===== src/rtl/regfile_dump_reader_if.sv =====
// Bundle of CPU-side handshake, register-file read port and dump output stream
// for regfile_dump_reader. The master modport is the dump reader's view.
interface regfile_dump_reader_if;
  logic        start;
  logic        abort;
  logic        hold_req;
  logic        hold_ack;
  logic [1:0]  reg_index;
  logic [15:0] reg_data;
  logic [15:0] dout;
  logic [1:0]  dout_idx;
  logic        dout_valid;
  logic        dout_ready;
  logic        dout_last;
  logic        busy;
  logic        done;
  logic [15:0] checksum;

  modport master (
    input  start, abort, hold_ack, reg_data, dout_ready,
    output hold_req, reg_index, dout, dout_idx, dout_valid, dout_last,
           busy, done, checksum
  );

  modport slave (
    output start, abort, hold_ack, reg_data, dout_ready,
    input  hold_req, reg_index, dout, dout_idx, dout_valid, dout_last,
           busy, done, checksum
  );
endinterface


===== src/rtl/regfile_dump_reader.sv =====
// Freezes the CPU register file, reads GPR0..3 one per cycle and streams each
// value out on a valid/ready beat while accumulating a 16-bit checksum.
module regfile_dump_reader (
  input  logic                   clk,
  input  logic                   reset_n,
  regfile_dump_reader_if.master  bus
);

  typedef enum logic [2:0] {
    S_IDLE,
    S_HOLD,
    S_READ,
    S_SEND,
    S_DONE
  } state_e;

  state_e      state_q;
  logic [1:0]  cnt_q;
  logic [15:0] dout_q;
  logic [1:0]  dout_idx_q;
  logic        dout_valid_q;
  logic        hold_req_q;
  logic        busy_q;
  logic        done_q;
  logic [15:0] checksum_q;

  always_ff @(posedge clk or negedge reset_n) begin
    if (!reset_n) begin
      state_q      <= S_IDLE;
      cnt_q        <= '0;
      dout_q       <= '0;
      dout_idx_q   <= '0;
      dout_valid_q <= 1'b0;
      hold_req_q   <= 1'b0;
      busy_q       <= 1'b0;
      done_q       <= 1'b0;
      checksum_q   <= '0;
    end else begin
      done_q <= 1'b0;
      case (state_q)
        S_IDLE: begin
          if (bus.start && !bus.abort) begin
            state_q    <= S_HOLD;
            cnt_q      <= '0;
            checksum_q <= '0;
            hold_req_q <= 1'b1;
            busy_q     <= 1'b1;
          end
        end
        S_HOLD, S_READ, S_SEND: begin
          // Abort outranks ack, capture and handshake; partial checksum is kept.
          if (bus.abort) begin
            state_q      <= S_IDLE;
            dout_valid_q <= 1'b0;
            hold_req_q   <= 1'b0;
            busy_q       <= 1'b0;
          end else if (state_q == S_HOLD) begin
            if (bus.hold_ack) begin
              state_q <= S_READ;
            end
          end else if (state_q == S_READ) begin
            dout_q       <= bus.reg_data;
            dout_idx_q   <= cnt_q;
            dout_valid_q <= 1'b1;
            checksum_q   <= checksum_q + bus.reg_data;
            state_q      <= S_SEND;
          end else if (dout_valid_q && bus.dout_ready) begin
            dout_valid_q <= 1'b0;
            if (cnt_q == 2'd3) begin
              state_q    <= S_DONE;
              hold_req_q <= 1'b0;
              done_q     <= 1'b1;
            end else begin
              cnt_q   <= cnt_q + 2'd1;
              state_q <= S_READ;
            end
          end
        end
        S_DONE: begin
          state_q <= S_IDLE;
          busy_q  <= 1'b0;
        end
        default: begin
          state_q      <= S_IDLE;
          dout_valid_q <= 1'b0;
          hold_req_q   <= 1'b0;
          busy_q       <= 1'b0;
        end
      endcase
    end
  end

  assign bus.reg_index  = cnt_q;
  assign bus.dout       = dout_q;
  assign bus.dout_idx   = dout_idx_q;
  assign bus.dout_valid = dout_valid_q;
  assign bus.dout_last  = dout_valid_q & (dout_idx_q == 2'd3);
  assign bus.hold_req   = hold_req_q;
  assign bus.busy       = busy_q;
  assign bus.done       = done_q;
  assign bus.checksum   = checksum_q;

endmodule


===== src/flat_wrapper.sv =====
// flat-port wrapper written by rule: the top's interface ports become plain ports
module regfile_dump_reader_flat 
  (clk, reset_n, bus_start, bus_abort, bus_hold_ack, bus_reg_data, bus_dout_ready, bus_hold_req, bus_reg_index, bus_dout, bus_dout_idx, bus_dout_valid, bus_dout_last, bus_busy, bus_done, bus_checksum);
  regfile_dump_reader_if bus_i ();
  input  logic clk;
  input  logic reset_n;
  input wire logic [$bits(bus_i.start)-1:0] bus_start;
  input wire logic [$bits(bus_i.abort)-1:0] bus_abort;
  input wire logic [$bits(bus_i.hold_ack)-1:0] bus_hold_ack;
  input wire logic [$bits(bus_i.reg_data)-1:0] bus_reg_data;
  input wire logic [$bits(bus_i.dout_ready)-1:0] bus_dout_ready;
  output wire logic [$bits(bus_i.hold_req)-1:0] bus_hold_req;
  output wire logic [$bits(bus_i.reg_index)-1:0] bus_reg_index;
  output wire logic [$bits(bus_i.dout)-1:0] bus_dout;
  output wire logic [$bits(bus_i.dout_idx)-1:0] bus_dout_idx;
  output wire logic [$bits(bus_i.dout_valid)-1:0] bus_dout_valid;
  output wire logic [$bits(bus_i.dout_last)-1:0] bus_dout_last;
  output wire logic [$bits(bus_i.busy)-1:0] bus_busy;
  output wire logic [$bits(bus_i.done)-1:0] bus_done;
  output wire logic [$bits(bus_i.checksum)-1:0] bus_checksum;
  assign bus_i.start = bus_start;
  assign bus_i.abort = bus_abort;
  assign bus_i.hold_ack = bus_hold_ack;
  assign bus_i.reg_data = bus_reg_data;
  assign bus_i.dout_ready = bus_dout_ready;
  assign bus_hold_req = bus_i.hold_req;
  assign bus_reg_index = bus_i.reg_index;
  assign bus_dout = bus_i.dout;
  assign bus_dout_idx = bus_i.dout_idx;
  assign bus_dout_valid = bus_i.dout_valid;
  assign bus_dout_last = bus_i.dout_last;
  assign bus_busy = bus_i.busy;
  assign bus_done = bus_i.done;
  assign bus_checksum = bus_i.checksum;
  regfile_dump_reader u_core (.clk(clk), .reset_n(reset_n), .bus(bus_i));
endmodule

===== config.mk =====
export PLATFORM = sky130hd
export DESIGN_NAME = regfile_dump_reader_flat
export DESIGN_NICKNAME = d
export VERILOG_FILES = /design/src/rtl/regfile_dump_reader_if.sv /design/src/rtl/regfile_dump_reader.sv /design/src/flat_wrapper.sv
export SDC_FILE = /design/constraint.sdc
export NUM_CORES = 1
export LEC_CHECK = 0
export ABC_AREA = 1
export CORE_AREA = 2 2 82 92
export CTS_BUF_LIST = sky130_fd_sc_hd__clkbuf_4 sky130_fd_sc_hd__clkbuf_8
export DETAILED_ROUTE_END_ITERATION = 10
export DIE_AREA = 0 0 84 94
export PLACE_DENSITY_LB_ADDON = 0.05
export SLEW_MARGIN = 20
export SYNTH_ARGS = -nofsm -noshare
export SYNTH_HDL_FRONTEND = slang
export SYNTH_SLANG_ARGS = --single-unit

===== constraint.sdc =====
create_clock -name clk -period 4.8 [get_ports clk]
set_input_delay 0.48 -clock clk [delete_from_list [all_inputs] [get_ports clk]]
set_output_delay 0.48 -clock clk [all_outputs]
set_load 0.1 [all_outputs]

==> metrics.txt <==
status=finished, final reports clean; hold-fix buffer count after cts=0; critical path class=flip-flop to output pin; most frequent cells in the layout=nand2_1 (166), clkdlybuf4s50_1 (61), inv_1 (47), dfrtp_1 (43), nand3_1 (25); largest net degree at the start of global routing=44; Reg2Reg Capture Point=u_core.bus.checksum[12]; Synthesized Nets=420; die area=7896 um2; Max Cap Viol=0; Compound-Gate Fraction of Synth Area=0.06961; crit path DAT=1.99 ns; Main synth FF type=dfrtp_1; multiplexer share of the synthesized area=0; post-synth cell types=35; DRT iter0 DRCs=99; slew of the pin with the lowest slew margin=0.9987 ns; CP endpoint kind=output pin; Largest stage delay, worst path=1.13 ns; cells after synthesis=381; Critical Path Slowest Stage Cell=clkdlybuf4s50_1; ranking of synthesized cells by area=dfrtp_1 (40%), nand2_1 (23%), ha_1 (7.4%); synthesized cell area=2696 um2; Die W=84 um; Post-synth EDFFs=0; Pins Over Slew Limit=0; Avg WL per Cell=12.47 um; worst-path fanout max=4; sequential-to-total area share from yosys stat=0.3991; Final Critical Period=between 2 and 2.5 ns; FMAX=405.6 MHz; Remaining Overflow, GRT=0; overall global routing resource usage=0.1754; Sum Neg Setup Slack=0 ns; Post-CTS Setup Bufs=0; Remaining DRCs=0; Rows=32; Reg2Reg Depth=11; met1 Use GR=0.2302; fraction of registers with async set/reset=1.000; Post-Synth Adder-Cell Area=0.08167; Syn Area/Cell=just over 7 um2; Final Hold Fails=0; H-tree depth=2; maximum clock insertion buffer count=2; global-route wire length before repair=11080 um; final setup vio count=0; worst reg2reg setup slack=3.03 ns; TritonCTS clock tree=yes; Worst Path Required=4.32 ns; fin worst setup slack=2.334 ns; ratio of cells with drive above 1 in the final layout=0.05605; RSZ-0062 raised after global routing=false; Syn-to-layout area delta=29.65%; startpoint types=flip-flop; GP Congestion=0.8450; Setup WS pre-CTS=2.460 ns; Max Clock Skew=0.01002 ns; Synthesis Warnings=0; Pre-antenna DRT Iters=4; initial antenna violation count=0; Ports=63; diodes inserted=0; routed vias/inst=4.697; hpwl dp=4883 um; total wire length=6619 um; CORE AREA=6927 um2; M3 GR Usage=0.02812; nets=just under 500; Synth area leader=dfrtp_1; post-synthesis xor/xnor area fraction=0.006497; clk slew on worst S/H paths=approximately 0.1 ns; Root Buffer Master=clkbuf_8; Design Area, Final=3496 um2; critical path, cell by cell=nand2_1 > nor2_1 > clkdlybuf4s50_1; met2 Usage GRT=0.3067; total CTS buffers=5; vias in the first global route=between 2000 and 2500; routed via count=between 2000 and 2500; Slew HR=0.3321; Synth Area in Simple Gates=0.3508; Reg-to-Reg Start=u_core.bus.checksum[0]; later-pin clock latency in the skew report=0.31 ns; Fillers=~700; Cell Area, Placed=3378 um2; grt peak-use layer=met2; clk sink count=43; Initial Util=0.3893; Post-DRT Antenna Nets=0; top-area cell type share of the netlist area=0.3991; largest family of logic cells by synthesized area=simple AND/OR/NAND/NOR gates; Die Span Y=94 um; most common cell after layout, fill and taps aside=nand2_1; post-CTS resize count=0; FF+latch count, synth=43; Worst Hold Class=primary input to asynchronous set/reset pin; port bufs=62; crit share post-route=0.5137
-- how the worst max path moves through the flow --
| stage | slack, ns | end | cells past startpoint | start |
|---|---|---|---|---|
| global route | 2.22 | bus_dout_last | 3 | u_core.bus.dout_valid |
| CTS | 2.32 | bus_dout_last | 3 | u_core.bus.dout_valid |
| global placement | 2.48 | u_core.bus.checksum[14] | 12 | bus_reg_data[0] |
| floorplan | 2.00 | bus_dout_last | 2 | u_core.bus.dout_idx[0] |
| detailed placement | 2.46 | u_core.bus.checksum[12] | 12 | bus_reg_data[0] |
| finish | 2.33 | bus_dout_last | 3 | u_core.bus.dout_valid |
-- registers in the layout, indices dropped and copies added (netlist names) --
register,flops
u_core.bus.checksum,16
u_core.bus.dout,16
u_core.state_q,3
u_core.bus.dout_idx,2
u_core.bus.reg_index,2
u_core.bus.busy,1
u_core.bus.done,1
u_core.bus.dout_valid,1
u_core.bus.hold_req,1
-- cell usage after synthesis, types with 2 or more instances --
master    number
nand3_1       25
inv_1         47
nor3_1         6
inv_2          4
nor2_1        15
nor2_2         2
o31ai_1        2
buf_6          2
o21ai_1        2
a21oi_1       13
ha_1          16
o21ai_0       13
dfrtp_1       43
buf_2          2
nand3_2        2
nand3b_1       2
nand2_1      166
buf_4          2
-- final cells by class --
class | instances | area [um2] | area share
multi-input cells | 279 | 1371 | 0.3923
flip-flops and latches | 43 | 1076 | 0.3078
repair buffers | 63 | 625.6 | 0.1790
inverters | 53 | 201.4 | 0.05762
well taps | 85 | 106.4 | 0.03042
clock buffers | 5 | 68.82 | 0.01969
clock inverters | 3 | 46.29 | 0.01324
-- critical path: cells and delay by family, from the launching register on --
kind | cells | cell delay (ns)
buffers and inverters | 1 | 1.13
DFF | 1 | 0.40
and+or+nand+nor | 2 | 0.14
-- layer usage --
layer	routed length, um	up-vias	share of wire
met5	0	-	0
met4	72	0	0.011
met3	159	7	0.024
met2	3211	33	0.49
met1	3176	1140	0.48
li1	-	1314	-
-- logic make-up after synthesis --
| logic type | count (synthesis) |
|---|---|
| buf+inv | 59 |
| xor+xnor | 2 |
| compound gates | 34 |
| flops | 43 |
| fa+ha+maj | 17 |
| simple gates | 226 |
-- through the flow --
step           hold WS, ns  utilization  cells
2_1_floorplan       0.1844            -    381
3_3_place_gp        0.4611       0.4877    523
3_5_place_dp        0.4655       0.4877    523
4_1_cts             0.3820       0.5043    531
5_1_grt             0.1938       0.5047    531
6_report            0.1545       0.5047    531
Power is not shown: default switching activity piles up to over one toggle a cycle in this logic, so the estimate is an artifact.
